## config.mk

```make
export PLATFORM = sky130hd
export DESIGN_NAME = fetch_cycle
export DESIGN_NICKNAME = d
export VERILOG_FILES = /design/src/rtl/fetch_cycle.sv
export SDC_FILE = /design/constraint.sdc
export NUM_CORES = 1
export LEC_CHECK = 0
export BUFFER_PORTS_ARGS = -buffer_cell sky130_fd_sc_hd__buf_4
export CORE_MARGIN = 2
export CORE_UTILIZATION = 55
export DETAILED_ROUTE_END_ITERATION = 10
export GPL_ROUTABILITY_DRIVEN = 0
export PLACE_DENSITY = 0.89
export SLEW_MARGIN = 10
export SYNTH_ARGS = -nofsm -noshare
export SYNTH_HDL_FRONTEND = slang
export SYNTH_SLANG_ARGS = --single-unit
```

## constraint.sdc

```tcl
create_clock -name clk_i -period 3.9 [get_ports clk_i]
set_clock_uncertainty 0.15 [all_clocks]
set_input_delay 1.17 -clock clk_i [delete_from_list [all_inputs] [get_ports clk_i]]
set_output_delay 1.17 -clock clk_i [all_outputs]
set_load 0.03 [all_outputs]
```

## src/rtl/fetch_cycle.sv

```systemverilog
// Instruction fetch stage: fetch PC, single-outstanding memory handshake,
// one-entry hold buffer for stalls, and the IF/ID pipeline register.
module fetch_cycle (
    input  logic        clk_i,
    input  logic        rst_ni,
    input  logic        IF_en,
    input  logic        IF_rst_n,
    input  logic        EX_pc_sel,
    input  logic [31:0] EX_pc_target,
    output logic        imem_req,
    output logic [31:0] imem_addr,
    input  logic [31:0] imem_rdata,
    input  logic        imem_rvalid,
    output logic [31:0] ID_inst,
    output logic [31:0] ID_pc,
    output logic [31:0] ID_pc_four,
    output logic        ID_valid
);

    localparam logic [31:0] NOP = 32'h0000_0013;

    typedef enum logic [1:0] {S_REQ, S_WAIT, S_DROP} state_e;

    state_e      state_q;
    logic [31:0] pc_q;
    logic [31:0] pc_plus4;
    logic        buf_valid;
    logic [31:0] buf_inst;
    logic [31:0] buf_pc;
    logic        accept;

    assign pc_plus4 = pc_q + 32'd4;

    // Request is combinational so an accepted word can chain the next fetch
    // in the same cycle; gating with rst_ni keeps it low while in reset.
    always_comb begin
        accept    = (state_q == S_WAIT) && imem_rvalid && !EX_pc_sel;
        imem_req  = rst_ni && (((state_q == S_REQ) && !buf_valid && !EX_pc_sel)
                               || (accept && IF_en));
        imem_addr = (accept && IF_en) ? pc_plus4 : pc_q;
    end

    always_ff @(posedge clk_i or negedge rst_ni) begin
        if (!rst_ni) begin
            state_q    <= S_REQ;
            pc_q       <= '0;
            buf_valid  <= 1'b0;
            buf_inst   <= '0;
            buf_pc     <= '0;
            ID_inst    <= NOP;
            ID_pc      <= '0;
            ID_pc_four <= '0;
            ID_valid   <= 1'b0;
        end else begin
            unique case (state_q)
                S_REQ: begin
                    if (!buf_valid && !EX_pc_sel) state_q <= S_WAIT;
                end
                S_WAIT: begin
                    if (EX_pc_sel)        state_q <= imem_rvalid ? S_REQ : S_DROP;
                    else if (imem_rvalid) state_q <= IF_en ? S_WAIT : S_REQ;
                end
                S_DROP: begin
                    if (imem_rvalid) state_q <= S_REQ;
                end
                default: state_q <= S_REQ;
            endcase

            if (EX_pc_sel)   pc_q <= EX_pc_target;
            else if (accept) pc_q <= pc_plus4;

            if (EX_pc_sel) begin
                buf_valid <= 1'b0;
            end else if (accept && !IF_en) begin
                buf_valid <= 1'b1;
                buf_inst  <= imem_rdata;
                buf_pc    <= pc_q;
            end else if (IF_en) begin
                buf_valid <= 1'b0;
            end

            // Flush wins over advance; a word accepted this cycle is dropped.
            if (!IF_rst_n) begin
                ID_inst    <= NOP;
                ID_pc      <= '0;
                ID_pc_four <= '0;
                ID_valid   <= 1'b0;
            end else if (IF_en) begin
                if (buf_valid) begin
                    ID_inst    <= buf_inst;
                    ID_pc      <= buf_pc;
                    ID_pc_four <= buf_pc + 32'd4;
                    ID_valid   <= 1'b1;
                end else if (accept) begin
                    ID_inst    <= imem_rdata;
                    ID_pc      <= pc_q;
                    ID_pc_four <= pc_plus4;
                    ID_valid   <= 1'b1;
                end else begin
                    ID_inst    <= NOP;
                    ID_valid   <= 1'b0;
                end
            end
        end
    end

endmodule
```

==> out/metrics.cfg, run 1 <==
[pwr]
power.density_nw_per_um2=429
internal-power_mw=3.73
clockPowerShare_pct=30.5
p_total_mw=5.48
swShare_pct=31.9
pwr-share-seq_pct=48.7
p_leak_nw=5.85
p_comb_share_pct=20.8
netSwitchingPower_mw=1.75
vdd_ir_drop_max_v=0.000327

[die]
die_area_sq_um=19600
core_sq_um=18000
die_w_um=140
start_util_pct=56.4
die-height_um=140
pin_count=200
placementRows=49

[cts]
cts_buffer_depth=2
ctsRootBufferMaster=clkbuf_16
cts.htree.levels=4
cts_sinks=194
cts_made_buffers=17
clk_latency_ns=0.44
clkTransAtPathRegs_ns=0.07
cts_tree=done

[synth]
yosys_warnings=0
ys_seq_elements=194
synth_commonest_cells=191 x dfrtp_1, 177 x nand2_1, 73 x o21ai_0, 71 x xnor2_1, 62 x mux2_2
syn-cell-area_sq_um=10200
ys_async_sr_fraction_pct=100
synth_top_area_share_pct=47.0
yosysMostFrequentCell=dfrtp_1
synth_top_area_cell=dfrtp_1
synth-edff-count=0
synth_nets=1079
synth_ff_type=dfrtp_1
synthCells=1007
syn_area_per_cell_sq_um=10.1
yosysSeqAreaShare_pct=47.8
synth_area_leaders=dfrtp_1 47%, mux2_2 6.9%, nand2_1 6.5%
synth.distinct_cells=52

[finish]
final_nets=1257
layout-drive-gt1-share_pct=32.9
multi_input_area_sq_um=5100
seqCellArea_sq_um=4870
fin_util_pct=70.9
fillers=1269
diodes=0
syn_to_final_growth_pct=25.7

[sta]
slew-limit-headroom_pct=44.0
final_hold_viol_count=0
drv_slew=0
fin_ws_ns=0.0754
finalSetupViolations=0
period_minus_slack_ns=3.82
tightest_slew_ns=0.841
max_clock_freq_ghz=0.261
rsz0062_at_grt=false
fin_crit_sh_pct=98.1

[worst_setup_path]
cp-start-kind=input port
crit_end=imem_addr[31]
crit_arrival_ns=2.50
end_kind=output pin
r2r-start=buf_valid$_DFFE_PN0P_
rr_endpoint=ID_pc_four[20]$_DFFE_PN0P_
crit_start=EX_pc_sel
rrSetupSlack_ns=1.21
cp_max_fo=6
worstPathRequired_ns=2.58
crit_type=in -> out
reg2regPathDepth=5

[route]
drc_errors=0
wl_per_cell_um=19.8
vias=8660
firstDrtPassIters=8
drtIter0Drc=902
ant_nets=0
wl_um=28200
vias_per_cell=6.07

[placement]
pre_cts_slack_ns=0.0268
port_buffers=199
hpwl_um=19400

[global_route]
grt_max_degree=139
antenna_found_initial=0
grt_pass1_wl_um=44700
first_global_vias=8351
grtUsageTotal_pct=28.6
grt_overflow=0

[job]
maxCapViolations=0

[worst_hold_path]
hold_path.class=reg -> reg

[outcome]
status=finished clean

critical path, stage by stage:
cell and delay (ns):
buf_4 0.13, and4bb_2 0.31, nand2_2 0.15, nor3_1 0.21
buf_4 0.15, nand2_1 0.05, xnor2_1 0.16, buf_4 0.18
routing by layer:
layer / global-route usage (%) / share of wire (%) / vias to the layer above / wire (um)
li1: - / - / 3863 / -
met1: 38.8 / 40 / 4226 / 11300
met2: 44.5 / 47 / 485 / 13200
met3: 6.91 / 9.2 / 86 / 2600
met4: 12.2 / 3.8 / 0 / 1070
met5: 0 / 0 / - / 0
worst min-delay path by stage:
stage / to / start / slack (ns) / cells past startpoint
6_report: ID_pc_four[13]$_DFFE_PN0P_ / ID_pc_four[13]$_DFFE_PN0P_ / 0.33 / 1
4_1_cts: ID_pc_four[13]$_DFFE_PN0P_ / ID_pc_four[13]$_DFFE_PN0P_ / 0.33 / 1
2_1_floorplan: buf_pc[0]$_DFFE_PN0P_ / buf_pc[0]$_DFFE_PN0P_ / 0.33 / 1
3_3_place_gp: ID_pc[15]$_DFFE_PN0P_ / ID_pc[15]$_DFFE_PN0P_ / 0.32 / 2
5_1_grt: ID_pc_four[13]$_DFFE_PN0P_ / ID_pc_four[13]$_DFFE_PN0P_ / 0.36 / 1
3_5_place_dp: ID_pc_four[13]$_DFFE_PN0P_ / ID_pc_four[13]$_DFFE_PN0P_ / 0.32 / 1
cells in the final DEF, fill, tap and decap left out, types with 20 or more instances in the layout:
master	instances
xnor2_1	62
a22oi_1	29
mux2_2	62
o211a_1	29
dfrtp_1	182
o21ai_0	73
mux2i_1	45
nand2_1	173
xor2_1	39
nand3_1	20
nor3_1	20
buf_4	248
nand4_1	20
nor2_1	28
power groups by stage:
stage | registers [mW] | clock network [mW] | logic, mW
after detailed placement | 2.70 | 0 | 1.13
after CTS | 2.66 | 1.69 | 1.13
after global routing | 2.72 | 1.78 | 1.23
after floorplan | 2.62 | 0 | 0.768
final | 2.67 | 1.67 | 1.14
after global placement | 2.67 | 0 | 1.09
state kept, by name (all words and copies together), names as in the netlist:
register / flops
ID_inst: 32
buf_valid: 1
buf_pc: 32
pc_q: 32
ID_pc_four: 30
state_q: 2
ID_pc: 32
ID_valid: 1
buf_inst: 32
layout make-up:
class | count | share of cell area (%)
Clock buffer | 18 | 3.44
Clock inverter | 14 | 0.960
Inverter | 6 | 0.176
Multi-Input combinational cell | 714 | 39.9
Sequential cell | 194 | 38.1
Tap cell | 229 | 2.24
Timing Repair Buffer | 252 | 15.1
kinds of logic after synthesis:
group / synth area share [%]
AOI/OAI and AO/OA: 11.5
xor gates and xnor gates: 9.56
adders and majority gates: 0.246
buffers and inverters: 4.39
DFF: 47.8
muxes: 11.3
and+or+nand+nor: 15.2
per-stage QoR:
stage,TNS [ns],cell area (sq um),hold slack (ns),instances
after floorplan,0,10300,0.330,1007
after global placement,0,12100,0.316,1389
after detailed placement,0,12100,0.317,1389
after CTS,-0.00344,12700,0.332,1425
after global routing,0,12800,0.363,1427
final,0,12800,0.332,1427
timing repair:
item                       4_1_cts  5_1_grt
buffers inserted                 4        2
hold buffers                     0        0
setup endpoints to repair        4       25
resized for setup                4       16
pin swaps                        2        0
Power figures use the tool's default switching activity.
==> inputs of run 2 (changes only) <==
Settings changed: CORE_UTILIZATION 55 to 56, PLACE_DENSITY 0.89 to 0.9.
==> run 2 against run 1 <==
Cell count grew 0.56%. Total power grew 0.56%. Via count grew 2.8%. Largest cell class unchanged. First-iteration DRC count grew 2.0%. Die area shrank 1.7%. Setup slack lost 0.029 ns. Combinational power is essentially flat. Critical path type unchanged. Fmax shrank 0.75%. Hold slack gained 0.0063 ns. Critical endpoint is now imem_addr[22]. Non-clock buffer count grew 8. Sequential cell count is the same. Sequential share of layout area shrank 0.13 points.
==> out/metrics.cfg, run 2 (synthesis gave the netlist of run 1 again) <==
[pwr]
p_leak_nw=5.89
power.density_nw_per_um2=431
p_total_mw=5.52
vdd_ir_drop_max_v=0.000372

[finish]
multi_input_area_sq_um=5100
layout-drive-gt1-share_pct=32.6
final_nets=1265
stdcell_area_sq_um=12800
final_common_cell=buf_4
syn_to_final_growth_pct=25.9
fillers=1221
diodes=0
seqCellArea_sq_um=4860
final_cells=1435
final_cell_mix=257 x buf_4, 188 x dfrtp_1, 174 x nand2_1, 73 x o21ai_0

[worst_hold_path]
hold_path.class=reg -> reg

[job]
maxCapViolations=0

[placement]
port_buffers=199
pre_cts_slack_ns=-0.0606
postPlaceCellArea_sq_um=12100
dp_cells=1397
hpwl_um=20400

[die]
die_w_um=139
placementRows=49
start_util_pct=56.8
pin_count=200
die_area_sq_um=19200
core_sq_um=17900
die-height_um=139

[global_route]
first_global_vias=8945
grtUsageTotal_pct=30.4
grt_max_degree=69
grt_pass1_wl_um=46900
grt_overflow=0
antenna_found_initial=0

[cts]
cts_made_buffers=17
clk_latency_ns=0.44
clkTransAtPathRegs_ns=0.08
cts_tree=done
ctsRootBufferMaster=clkbuf_16
cts_buffer_depth=2
cts.htree.levels=4
cts_sinks=194

[sta]
period_minus_slack_ns=3.85
finalSetupViolations=0
slew-limit-headroom_pct=47.3
tightest_slew_ns=0.791
max_clock_freq_ghz=0.260
fin_ws_ns=0.0466
fin_crit_sh_pct=98.8
drv_slew=0
final_hold_viol_count=0
rsz0062_at_grt=true

[worst_setup_path]
end_kind=output pin
cp_max_fo=6
worstPathRequired_ns=2.58
cp-start-kind=input port
crit_type=in -> out
crit_arrival_ns=2.53

[outcome]
status=finished clean

[route]
vias_per_cell=6.20
firstDrtPassIters=6
wl_um=29900
wl_per_cell_um=20.8
drtIter0Drc=920
ant_nets=0
vias=8904
drc_errors=0

## run 2: power breakdown
part | switching (mW) | internal, mW | leakage, nW | total [mW]
combinational | 0.599 | 0.563 | 3.12 | 1.16
sequential | 0.354 | 2.31 | 2.51 | 2.67
clock | 0.829 | 0.857 | 0.272 | 1.69
total | 1.78 | 3.73 | 5.89 | 5.52
## run 2: path summary, 6_finish.rpt
kind,startpoint,end,slack (ns),depth (start not counted)
worst max-delay path,EX_pc_sel,imem_addr[22],0.05,7
worst min-delay path,ID_pc[29]$_DFFE_PN0P_,ID_pc[29]$_DFFE_PN0P_,0.34,2
worst max register to register,buf_pc[2]$_DFFE_PN0P_,ID_pc_four[20]$_DFFE_PN0P_,1.34,6
worst min register to register,ID_pc[29]$_DFFE_PN0P_,ID_pc[29]$_DFFE_PN0P_,0.34,2
max in group asynchronous,rst_ni,buf_valid$_DFFE_PN0P_,2.03,2
min in group asynchronous,rst_ni,pc_q[29]$_DFFE_PN0N_,0.47,1
## run 2: through the flow
stage	setup TNS (ns)	util, %	hold WS, ns
6_report	0	71.5	0.338
5_1_grt	-0.0460	71.5	0.350
4_1_cts	0	71.0	0.342
3_5_place_dp	-0.103	67.8	0.326
3_3_place_gp	0	67.8	0.316
2_1_floorplan	0	-	0.330
## run 2: layout make-up
class	count	share of cell area, %
multi-input combinational	714	39.8
sequential	194	38.0
timing repair buffer	260	15.4
clock buffer	19	3.46
tap	229	2.24
clock inverter	13	0.938
inverter	6	0.176
## run 2: layer usage
layer  wire length [um]  vias up  GRT usage, %
met5                  0        -             0
met4               1260        0          14.5
met3               2660      119          5.80
met2              14400      537          48.8
met1              11600     4370          40.3
li1                   -     3878             -
## run 2: critical path, cell delays in order
cell      delay [ns]
buf_4           0.13
and4bb_2        0.35
nand2_4         0.11
buf_4           0.20
nor2_2          0.18
xor2_2          0.21
buf_4           0.19
## run 2: what timing repair did
item | 4_1_cts | 5_1_grt
hold buffers | 0 | 0
endpoints found under the setup margin | 6 | 13
resized for setup | 2 | 11
setup buffers | 0 | 6
pin swaps | 1 | 3
==> inputs of run 3 (changes only) <==
Settings changed: PLACE_DENSITY 0.9 to default, PLACE_DENSITY_LB_ADDON from default to 0.2.
==> run 3 against run 2 <==
Register-to-register slack lost 0.11 ns. Via count shrank 3.8%. Highest routed layer unchanged. Largest power group unchanged. Non-clock buffer count shrank 3. Global-route usage shrank 1.2 points. Design area grew 0.15%.
==> out/metrics.cfg, run 3 (synthesis gave the netlist of run 1 again) <==
[cts]
ctsRootBufferMaster=clkbuf_16
cts_made_buffers=17
cts.htree.levels=4
clk_latency_ns=0.44
cts_tree=done
cts_sinks=194
cts_buffer_depth=2
postCtsHoldBufs=0
clkTransAtPathRegs_ns=0.07

[placement]
port_buffers=199
hpwl_um=19100
pre_cts_slack_ns=-0.0162
dp_cells=1394

[die]
die_w_um=139
placementRows=49
start_util_pct=56.8
pin_count=200
core_sq_um=17900
die_area_sq_um=19200
die-height_um=139

[route]
ant_nets=0
drc_errors=0
vias_per_cell=5.98
wl_per_cell_um=19.7
wl_um=28200
firstDrtPassIters=5
vias=8565
drtIter0Drc=710

[sta]
max_clock_freq_ghz=0.260
fin_hold_ws_ns=0.333
fin_crit_sh_pct=98.7
tightest_slew_ns=0.869
final_hold_viol_count=0
rsz0062_at_grt=true
fin_ws_ns=0.0510
period_minus_slack_ns=3.85
drv_slew=0
finalSetupTns_ns=0
slew-limit-headroom_pct=41.9
finalSetupViolations=0

[worst_hold_path]
hold_path.class=reg -> reg
min_to=ID_pc_four[12]$_DFFE_PN0P_
hold_depth=1
hold_path.startpoint=ID_pc_four[12]$_DFFE_PN0P_

[finish]
final_common_cell=buf_4
final_nets=1262
diodes=0
syn_to_final_growth_pct=26.1
fillers=1358
final_cells=1432
layout-drive-gt1-share_pct=32.5
final_cell_mix=252 x buf_4, 187 x dfrtp_1, 174 x nand2_1, 73 x o21ai_0

[worst_setup_path]
cp-start-kind=flop
r2r-start=buf_valid$_DFFE_PN0P_
crit_family=simple AND/OR/NAND/NOR gates
max_stage_delay_ns=0.70
cp_max_fo=6
reg2regPathDepth=6
worstPathRequired_ns=2.58
crit_arrival_ns=2.53
end_kind=output pin
rrSetupSlack_ns=1.23
cp_num_buf_inv=1
crit_type=reg -> out
rr_endpoint=ID_inst[13]$_DFFE_PN0P_
crit_path_top_delay_cell=or4_4
crit_chain=ha_1 > nand2_1 > or4_4 > nor3_4 > nand2_2 > xnor2_4 > buf_4

[outcome]
status=finished clean

[job]
maxCapViolations=0

[pwr]
p_total_mw=5.52
power.density_nw_per_um2=431
vdd_ir_drop_max_v=0.000348
p_leak_nw=5.90

[global_route]
grtUsageTotal_pct=29.2
antenna_found_initial=0
grt_max_degree=69
first_global_vias=8349
grt_overflow=0
grt_pass1_wl_um=44900

[run 3: cell count changes in the layout (fill, tap and decap cells not counted), moves of 2 or more]
cell / previous run / this run
buf_4: 257 / 252
nor2_2: 2 / 0
inv_8: 2 / 5
clkinv_4: 3 / 1
buf_12: 1 / 3
[run 3: stage by stage]
step / instance area, sq um / utilization (%)
6_report: 12800 / 71.6
3_5_place_dp: 12100 / 67.9
5_1_grt: 12800 / 71.6
3_3_place_gp: 12100 / 67.9
4_1_cts: 12700 / 71.1
2_1_floorplan: 10300 / -
[run 3: cell type report]
type                       count  area, sq um  area share (%)
clock inverter                14          136            1.06
timing repair buffer         257         1970            15.4
clock buffer                  18          439            3.43
tap                          229          287            2.23
inverter                       6         22.5           0.176
sequential                   194         4870            38.0
multi-input combinational    714         5100            39.8
[run 3: how the worst max path moves through the flow]
stage / start / end / slack [ns] / depth (start not counted)
6_report: pc_q[2]$_DFFE_PN0N_ / imem_addr[24] / 0.05 / 7
5_1_grt: pc_q[2]$_DFFE_PN0N_ / imem_addr[24] / -0.04 / 7
4_1_cts: pc_q[7]$_DFFE_PN0N_ / imem_addr[28] / -0.02 / 8
3_5_place_dp: EX_pc_sel / imem_addr[31] / -0.02 / 8
3_3_place_gp: EX_pc_sel / imem_addr[18] / 0.01 / 7
2_1_floorplan: EX_pc_sel / imem_addr[27] / 0.07 / 5
[run 3: layer usage]
metal	global-route usage, %	vias to the layer above	share of wire (%)
li1	-	3876	-
met1	40.7	4240	42
met2	46.5	392	48
met3	5.84	57	8.0
met4	9.68	0	2.3
met5	0	-	0
[run 3: timing repair]
action                                  in CTS  in global routing
pin swaps                                    1                  6
setup buffers                                1                  5
endpoints found under the setup margin       5                 10
resized for setup                            3                 11
[run 3: power breakdown]
group / switching, mW / total (mW) / internal (mW)
combinational: 0.583 / 1.15 / 0.565
clock: 0.846 / 1.71 / 0.869
sequential: 0.348 / 2.66 / 2.31
[run 3: worst reg2reg max path, cell delays in order, from the launching register on]
cell	delay (ns)
dfrtp_4	0.74
buf_4	0.75
nor4_2	0.19
buf_4	0.28
a22oi_1	0.20
nand2_1	0.10
o211a_1	0.16
